==> src/rtl/freq_div_core.sv <==
// Programmable divider: one-cycle tick every eff=max(DivN,1) enabled cycles plus a half-rate square wave.
// Optional FREQ_DIV_TICKCNT_EN adds a 4-bit wrapping tick counter output for a seven-segment digit.
module freq_div_core #(
   parameter int WIDTH             = 32,
   parameter int RESTART_ON_CHANGE = 1
) (
   input  logic             clk,
   input  logic             rst,
   input  logic             en,
   input  logic [WIDTH-1:0] DivN,
`ifdef FREQ_DIV_TICKCNT_EN
   output logic [3:0]       tick_cnt,
`endif
   output logic             tick,
   output logic             div_clk,
   output logic             busy_restart
);

   localparam logic [WIDTH-1:0] ONE = WIDTH'(1);

   logic [WIDTH-1:0] cnt;
   logic [WIDTH-1:0] div_q;
   logic [WIDTH-1:0] eff;
   logic             terminal;
   logic             changed;
   logic             restart;

   // DivN of zero is treated as one so the terminal compare never underflows.
   always_comb begin
      eff      = (div_q == '0) ? ONE : div_q;
      terminal = (cnt == (eff - ONE));
      changed  = (DivN != div_q);
      restart  = (RESTART_ON_CHANGE != 0) && changed;
   end

   always_ff @(posedge clk) begin
      if (rst) begin
         cnt          <= '0;
         div_q        <= DivN;
         tick         <= 1'b0;
         div_clk      <= 1'b0;
         busy_restart <= 1'b0;
      end else if (!en) begin
         tick         <= 1'b0;
         busy_restart <= 1'b0;
      end else if (restart) begin
         // A restart outranks a coincident terminal count: no tick this cycle.
         div_q        <= DivN;
         cnt          <= '0;
         tick         <= 1'b0;
         busy_restart <= 1'b1;
      end else if (terminal) begin
         cnt          <= '0;
         tick         <= 1'b1;
         div_clk      <= ~div_clk;
         busy_restart <= 1'b0;
         if (RESTART_ON_CHANGE == 0) begin
            div_q <= DivN;
         end
      end else begin
         cnt          <= cnt + ONE;
         tick         <= 1'b0;
         busy_restart <= 1'b0;
      end
   end

`ifdef FREQ_DIV_TICKCNT_EN
   always_ff @(posedge clk) begin
      if (rst) begin
         tick_cnt <= 4'd0;
      end else if (en) begin
         if (restart) begin
            tick_cnt <= 4'd0;
         end else if (terminal) begin
            tick_cnt <= tick_cnt + 4'd1;
         end
      end
   end
`endif

endmodule

==> config.mk <==
export PLATFORM = sky130hd
export DESIGN_NAME = freq_div_core
export DESIGN_NICKNAME = d
export VERILOG_FILES = /design/src/rtl/freq_div_core.sv
export SDC_FILE = /design/constraint.sdc
export NUM_CORES = 1
export LEC_CHECK = 0
export BUFFER_PORTS_ARGS = -buffer_cell sky130_fd_sc_hd__buf_2
export CAP_MARGIN = 5
export CELL_PAD_IN_SITES_DETAIL_PLACEMENT = 0
export CELL_PAD_IN_SITES_GLOBAL_PLACEMENT = 2
export CORE_ASPECT_RATIO = 1.25
export CORE_MARGIN = 1.5
export CORE_UTILIZATION = 41
export CTS_CLUSTER_DIAMETER = 120
export CTS_CLUSTER_SIZE = 12
export DETAILED_ROUTE_END_ITERATION = 6
export PLACE_DENSITY = 0.94
export SYNTH_ARGS = -nofsm -noshare
export SYNTH_HDL_FRONTEND = slang
export SYNTH_SLANG_ARGS = --single-unit
==> constraint.sdc <==
create_clock -name clk -period 9 [get_ports clk]
set_clock_uncertainty 0.05 [all_clocks]
set_input_delay 1.8 -clock clk [delete_from_list [all_inputs] [get_ports clk]]
set_output_delay 1.8 -clock clk [all_outputs]
set_load 0.02 [all_outputs]
* Yosys cells after proc, flatten, opt, wreduce, memory -nomap -nowiden
Index checks and enable logic that the tools add are counted.
Widths: inputs -> output; s select.
** Operators by class
- $add $sub $neg :: 2
- Equality and inequality tests :: 2
- Multiplexer cells :: 8
- Bitwise logic cells :: 3
- Reduce and logical (&&, ||, !) cells :: 7
** Operator list (count)
- $mux 32 :: 6
- $add 32x1->32 const B :: 1
- $eq 32x32->1 :: 1
- $logic_not 32->1 :: 1
- $ne 32x32->1 :: 1
- $sub 32x1->32 const B :: 1
- $reduce_bool 2->1 :: 2
- $not 1->1 :: 3
- $reduce_and 3->1 :: 1
- $reduce_or 3->1 :: 1
- $mux 1 :: 2
- $reduce_and 2->1 :: 1
- $reduce_or 2->1 :: 1
** Storage, ports and cells
- Bits in registers :: 67
- Input bits :: 35
- Word-level logic and storage cells :: 27

* Depth between registers and ports, before layout
Gate-level depths: netlist of run 1.
- Word-level depth :: 6
- Gate-level depth with buffers :: 19
- Depth with buffers taken out :: 14

* Worst setup path before layout of run 1
OpenSTA, ideal clock, no wires.
- Path kind :: register -> register
- Start point :: register div_q[11]
- End point :: register cnt[29]
- Arrival time :: 4.535 ns
- Data required time :: 8.883 ns
- Slack :: 4.348 ns
- Cell stages (with the launch flop) :: 19
- Buffers on the path :: 4
- Period minus slack after synthesis :: 4.652 ns
- Cell sequence :: edfxtp_1 > buf_6 > or4_4 > buf_6 > or4b_4 > nor3_4 > nor2_1 > ha_1 > nor4b_2 > and4_1 > buf_2 > and3_1 > or4_1 > o211ai_1 > nor4_1 > and3_1 > buf_6 > or4_4 > o21ai_2
** Between the ends
- Longest elaborated chain between the ends :: 6
- Elaborated cells between the ends (all ways) :: 7
- Classes of those cells :: add/sub (1); eq/ne (2); mux (3); reduce/logical (1)
** Ends and longest elaborated chain
- start, declared :: RTL line 22 : logic [WIDTH-1:0] div_q;
- start signal, assigned :: RTL line 39 : div_q <= DivN;
- start signal, assigned :: RTL line 48 : div_q <= DivN;
- start signal, assigned :: RTL line 58 : div_q <= DivN;
- $logic_not 32->1 :: RTL line 30 : eff = (div_q == '0) ? ONE : div_q;
- $mux 32 :: RTL line 30
- $sub 32x1->32 :: RTL line 31 : terminal = (cnt == (eff - ONE));
- $eq 32x32->1 :: RTL line 31
- $mux 32 :: RTL line 52 : end else if (terminal) begin
- $mux 32 * :: RTL line 46 : end else if (restart) begin
- end signal, assigned :: RTL line 61 : cnt <= cnt + ONE;
- end, declared :: RTL line 21 : logic [WIDTH-1:0] cnt;
Every way passes the cells marked *; elsewhere a longest branch is shown, timed or not.
A chain may end at the register's enable or synchronous reset.

* Final worst setup path of run 1
- Start point :: register div_q[11]
- End point :: register cnt[5]
Same word-level chain as after synthesis.

==> summary.txt, run 1 <==
Crit. End Element - register
top-count cell post-synth - xnor2_1
residual DRC count - 0
simple-gate share of the synthesized area - 0.2967
number of synthesized flops with an enable pin - 32
area occupied by multi-input gates - 2788 sq um
grt ovf - 0
H-tree Lvls - 3
outcome - finished, final reports clean
Cell variety after synth - 72
via count - 3933
hpwl dp - 9943 microns
# Post-CTS Setup Buffers - 0
initial antenna violation count - 0
Critical Path AT - 5.46 ns
Hold Crit Class - register to register
Die ar. - 11950 sq um
Req. time, crit path - 9.22 ns
Worst Hold Depth - 2
multiplexer share of the synthesized area - 0.02810
starting density of the core - 0.4199
worst reg2reg setup slack - 3.75 ns
syn avg cell area - 9.188 sq um
Synth area leader - edfxtp_1
Area Overhead vs Synth - 11.46%
hold-fix buffer count after cts - 0
crit path time final - 5.248 ns
Tot GR Track Use - 0.2236
Synth warnings - 0
Area contributors post-synth - edfxtp_1 21%, dfxtp_1 15%, xnor2_1 9.8%
Register Area - 1662 sq um
final period utilization - 0.5831
CTS Buffer Depth - 2
Die X - 98.06 microns
Mapped Area - 4631 sq um
largest family of logic cells by synthesized area - simple AND/OR/NAND/NOR gates
top_reg_cell synth - dfxtp_1
clk root buf - clkbuf_16
CTS tree - done
FP Rows - 43
share of synthesized registers carrying an async set or reset - 0
Max Transition Viols Final - 0
final wirelength - 12900 microns
Setup crit start kind - register
post-synthesis xor/xnor area fraction - 0.1454
post-synthesis adder-cell area fraction - 0.005404
Slowest cell on crit path - a311oi_4
WHS - 0.4370 ns
vias per cell - 5.905
GPL Wtd Cong - 0.8695
Hold EP - div_clk
area fraction in compound gates after synthesis - 0.1265
Worst-Skew Late Latency - 0.34 ns
diode count - 0
largest net degree at the start of global routing - 34
max cap viols - 0
FILL cells - 1046
DRT antenna net count - 0
Synthesized Nets - 541
clock slew at reported path FFs - 0.06 ns
TritonRoute pass-1 iters - 5
Setup-failing EPs final - 0
wire length per cell - 19.38 microns
vias in the first global route - 3864
worst path cell trace - or4_4, or4b_4, nor3_4, nor2_1, ha_1, nor4b_2, and4_1, and3_1, or4_1, nor2_1, nor4b_2, a311oi_4, a21oi_1, o21ai_0
maximum vdd drop - 0.07351 mV
synth cell count leaders - 52 x xnor2_1, 41 x nand2_1, 41 x nor2_1
Leakage - 1.770 nW
R2R Path Start - div_q[11]
CTS sink count - 67
Tightest Pin Transition - 1.165 ns
post-synthesis sequential area ratio - 0.3588
Slew headroom - 0.2205
CTS Buf Count - 9
Resized Gates After CTS - 0
DRT iter0 DRCs - 237
crit path max fanout - 27
Fin. Hold Viols - 0
RSZ-0062 raised after global routing - no
fmax - 190.6 MHz
share of the synthesized area in the top cell type - 0.2075
core area - 11030 sq um
CP peak stage delay - 0.91 ns
power density over the cells - 161.1 nW/um^2
FF+latch count, synth - 67
port bufs - 37
Final #Nets - 563
Chip Height - 121.8 microns
cells on worst reg2reg path - 14
cell count after synthesis - 504
IO Pins - 38
share of cells above drive strength 1 - 0.1582
setup TNS - 0 ns
Crit Path Class - register to register
worst flop-to-flop path endpoint - cnt[5]
first-pass GRT wire length - 20370 microns
min-delay src - div_clk
[registers in the layout, summed over array words and instances, names as in the netlist]
| name | cells |
|---|---|
| tick | 1 |
| busy_restart | 1 |
| div_clk | 1 |
| div_q | 32 |
| cnt | 32 |
[placed cells by master (no fill, tap or decap), types with 3 or more instances in the layout]
cell type / synthesis / routed
xnor2_1: 52 / 52
nor2_1: 41 / 41
nand2_1: 41 / 41
buf_2: 9 / 37
dfxtp_1: 35 / 35
edfxtp_1: 32 / 32
nand3_1: 28 / 28
nand4_1: 23 / 23
xor2_1: 23 / 23
nor3_1: 17 / 17
a21oi_1: 16 / 16
nor4_1: 13 / 13
mux2i_1: 13 / 13
clkbuf_16: 0 / 11
inv_1: 9 / 9
o21ai_0: 9 / 9
and3_1: 8 / 8
or4_1: 6 / 6
o211ai_1: 6 / 6
a22o_1: 6 / 6
nand2b_1: 5 / 5
or3_1: 5 / 5
nor2b_1: 5 / 5
nor4b_1: 4 / 4
a2111oi_0: 4 / 4
nand3b_1: 4 / 4
a211oi_1: 4 / 4
nor3b_1: 4 / 4
nor4_4: 3 / 3
or4_4: 3 / 3
or2_2: 3 / 3
and4_1: 3 / 3
or4b_2: 3 / 3
o22a_1: 3 / 3
a21o_1: 3 / 3
[metal layers]
layer  wire length [microns]  vias to the layer above  track usage
li1                        -                     1917            -
met1                    5428                     1892       0.2658
met2                    6575                      104       0.3966
met3                     580                       20      0.03672
met4                     319                        0      0.09821
met5                       0                        -            0
[worst max path at each step]
| stage | start | end | slack, ns | cells past startpoint |
|---|---|---|---|---|
| after floorplan | div_q[11] | cnt[29] | 4.35 | 18 |
| after global placement | div_q[11] | cnt[17] | 3.96 | 14 |
| after detailed placement | div_q[11] | cnt[9] | 3.82 | 14 |
| after CTS | div_q[11] | cnt[15] | 3.80 | 14 |
| after global routing | div_q[11] | cnt[5] | 3.45 | 14 |
| final | div_q[11] | cnt[5] | 3.75 | 14 |
[power breakdown]
group	leakage, nW	internal, mW	switching [mW]	total [mW]
logic	1.00	0.0431	0.0513	0.0944
clock network	0.159	0.228	0.141	0.370
registers	0.608	0.336	0.0319	0.368
[worst max-delay path, delay by kind of cell (launching register included)]
kind | cells | cell delay (ns)
flops | 1 | 0.51
compound gates | 3 | 1.26
simple gates | 10 | 3.08
fa+ha+maj | 1 | 0.28
[area by class of cell]
type / instances / area share
Clock inverter: 4 / 0.005333
Timing Repair Buffer: 38 / 0.03733
Sequential cell: 67 / 0.3219
Tap cell: 135 / 0.03273
Multi-Input combinational cell: 401 / 0.5401
Inverter: 9 / 0.006545
Clock buffer: 12 / 0.05600
[cells by family after synthesis]
family,after synthesis
DFF,67
xor gates and xnor gates,76
muxes,13
adders and majority gates,2
buffers and inverters,36
AOI/OAI and AO/OA,76
and+or+nand+nor,234
[per-stage QoR]
| step | worst slack (ns) | power, mW | area [sq um] | cells | utilization |
|---|---|---|---|---|---|
| floorplan | 4.348 | 0.4345 | 4631 | 504 | - |
| global placement | 3.963 | 0.4660 | 4845 | 650 | 0.4393 |
| detailed placement | 3.816 | 0.4678 | 4845 | 650 | 0.4393 |
| CTS | 3.798 | 0.8353 | 5161 | 666 | 0.4680 |
| global route | 3.446 | 0.8625 | 5161 | 666 | 0.4680 |
| finish | 3.752 | 0.8316 | 5161 | 666 | 0.4680 |
Note: power is estimated with default switching activity, not from simulation.
==> run 2: changes to the inputs <==
--- a/config.mk
+++ b/config.mk
@@ -11,11 +11,11 @@
 export CELL_PAD_IN_SITES_GLOBAL_PLACEMENT = 2
 export CORE_ASPECT_RATIO = 1.25
 export CORE_MARGIN = 1.5
-export CORE_UTILIZATION = 41
+export CORE_UTILIZATION = 34
 export CTS_CLUSTER_DIAMETER = 120
 export CTS_CLUSTER_SIZE = 12
 export DETAILED_ROUTE_END_ITERATION = 6
-export PLACE_DENSITY = 0.94
+export PLACE_DENSITY = 0.84
 export SYNTH_ARGS = -nofsm -noshare
 export SYNTH_HDL_FRONTEND = slang
 export SYNTH_SLANG_ARGS = --single-unit
==> constraint.sdc (replaced) <==
create_clock -name clk -period 4.75 [get_ports clk]
set_clock_uncertainty 0.05 [all_clocks]
set_input_delay 0.95 -clock clk [delete_from_list [all_inputs] [get_ports clk]]
set_output_delay 0.95 -clock clk [all_outputs]
set_load 0.02 [all_outputs]
==> summary.txt, run 2 (synthesis gave the netlist of run 1 again) <==
outcome - finished, final reports clean
first-pass GRT wire length - 21470 microns
crit path time final - 4.546 ns
Tightest Pin Transition - 1.162 ns
Layout Cells excl Fill - 724
Slew headroom - 0.2228
final wirelength - 13770 microns
Crit Path Class - register to register
Finished Cell Area - 5390 sq um
fmax - 220.0 MHz
Core Util, Final - 0.4056
most frequent cells in the layout - 52 x xnor2_1, 41 x nor2_1, 41 x nand2_1
RSZ-0062 raised after global routing - no
Setup crit start kind - register
Critical Path AT - 4.76 ns
WHS - 0.4513 ns
H-tree Lvls - 3
grt ovf - 0
R2R Path Start - div_q[11]
GPL Wtd Cong - 0.8608
Area Overhead vs Synth - 16.40%
CTS sink count - 67
DRT iter0 DRCs - 162
port bufs - 37
maximum vdd drop - 0.1840 mV
Worst-Skew Late Latency - 0.34 ns
Max Transition Viols Final - 0
Fin. Hold Viols - 0
FILL cells - 1339
final period utilization - 0.9570
hold-fix buffer count after cts - 0
DRT antenna net count - 0
clock slew at reported path FFs - 0.06 ns
clk root buf - clkbuf_16
Top Registers - cnt: 32 flops, div_q: 32 flops
FP Rows - 47
Req. time, crit path - 4.96 ns
CTS Buf Count - 9
placed cell count - 706
vias in the first global route - 3943
cells on worst reg2reg path - 17
hpwl dp - 10850 microns
post-placement cell area - 5052 sq um
Leakage - 1.869 nW
share of cells above drive strength 1 - 0.2007
wire length per cell - 19.02 microns
setup TNS - 0 ns
IO Pins - 38
CTS Buffer Depth - 2
core area - 13290 sq um
Crit. End Element - register
Chip Height - 133.5 microns
max cap viols - 0
Worst Hold Depth - 2
worst reg2reg setup slack - 0.20 ns
leading cell type in the layout, fill and taps excluded - xnor2_1
Die ar. - 14330 sq um
CTS tree - done
via count - 3965
power density over the cells - 290.2 nW/um^2
worst flop-to-flop path endpoint - cnt[18]
initial antenna violation count - 0
diode count - 0
TritonRoute pass-1 iters - 4
largest net degree at the start of global routing - 34
crit path max fanout - 27
Setup-failing EPs final - 0
Worst Setup SP - div_q[11]
crit path to - cnt[18]
starting density of the core - 0.3484
Hold Crit Class - register to register
residual DRC count - 0
vias per cell - 5.477
Die X - 107.4 microns
Tot GR Track Use - 0.1996
Final #Nets - 585
[run 2: cell types whose count changed in the layout (fill, tap and decap cells not counted), sizes merged]
cell      before  now
clkinv         3    4
bufinv         0    1
buf           38   60
clkbuf        12    9
clkinvlp       0    2
inv           10    9
[run 2: worst min-delay path by stage]
stage | from | to | slack [ns]
final | div_clk | div_clk | 0.45
after CTS | div_clk | div_clk | 0.46
after detailed placement | div_clk | div_clk | 0.45
after global routing | cnt[15] | cnt[15] | 0.50
after global placement | div_clk | div_clk | 0.43
after floorplan | cnt[31] | cnt[31] | 0.43
[run 2: timing repair]
| item | CTS | global route |
|---|---|---|
| setup buffers | 0 | 2 |
| resized for setup | 0 | 9 |
| hold endpoints to repair | 0 | 0 |
| endpoints found under the setup margin | 0 | 31 |
[run 2: area by class of cell]
type | instances | area [sq um] | area share
clock buffer | 9 | 225.2 | 0.04178
sequential | 67 | 1662 | 0.3083
inverter | 9 | 33.78 | 0.006267
multi-input combinational | 401 | 2816 | 0.5225
tap | 171 | 214.0 | 0.03969
clock inverter | 7 | 68.82 | 0.01277
timing repair buffer | 60 | 370.4 | 0.06871
[run 2: metal layers]
metal,track usage,vias to the layer above,wire length (microns),share of wire
li1,-,1973,-,-
met1,0.2393,1876,5903,0.43
met2,0.3418,90,6856,0.50
met3,0.03669,26,499,0.036
met4,0.09503,0,512,0.037
met5,0,-,0,0
[run 2: critical path: stages, from the launching register on]
cell and delay (ns):
edfxtp_1 0.38, or4_4 0.59, or4b_4 0.58, nor3_4 0.30
nor2_1 0.08, ha_1 0.20, nor4b_2 0.19, buf_4 0.17
nand4_1 0.20, mux2i_1 0.21, o21ai_0 0.17, o211ai_1 0.33
nor4_4 0.07, buf_4 0.16, a311oi_4 0.29, buf_12 0.21
a21oi_1 0.08, o21ai_0 0.19
[run 2: power by group]
part | leakage (nW) | total [mW] | switching (mW) | internal (mW)
logic | 1.12 | 0.226 | 0.128 | 0.0976
clock network | 0.141 | 0.661 | 0.257 | 0.404
registers | 0.608 | 0.677 | 0.0418 | 0.636
[run 2: stage by stage]
step | setup WS [ns] | power (mW)
after floorplan | 0.09843 | 0.8232
after global placement | 0.1866 | 0.9061
after detailed placement | 0.07877 | 0.9096
after CTS | 0.03506 | 1.579
after global routing | 0.004152 | 1.628
final | 0.2044 | 1.564
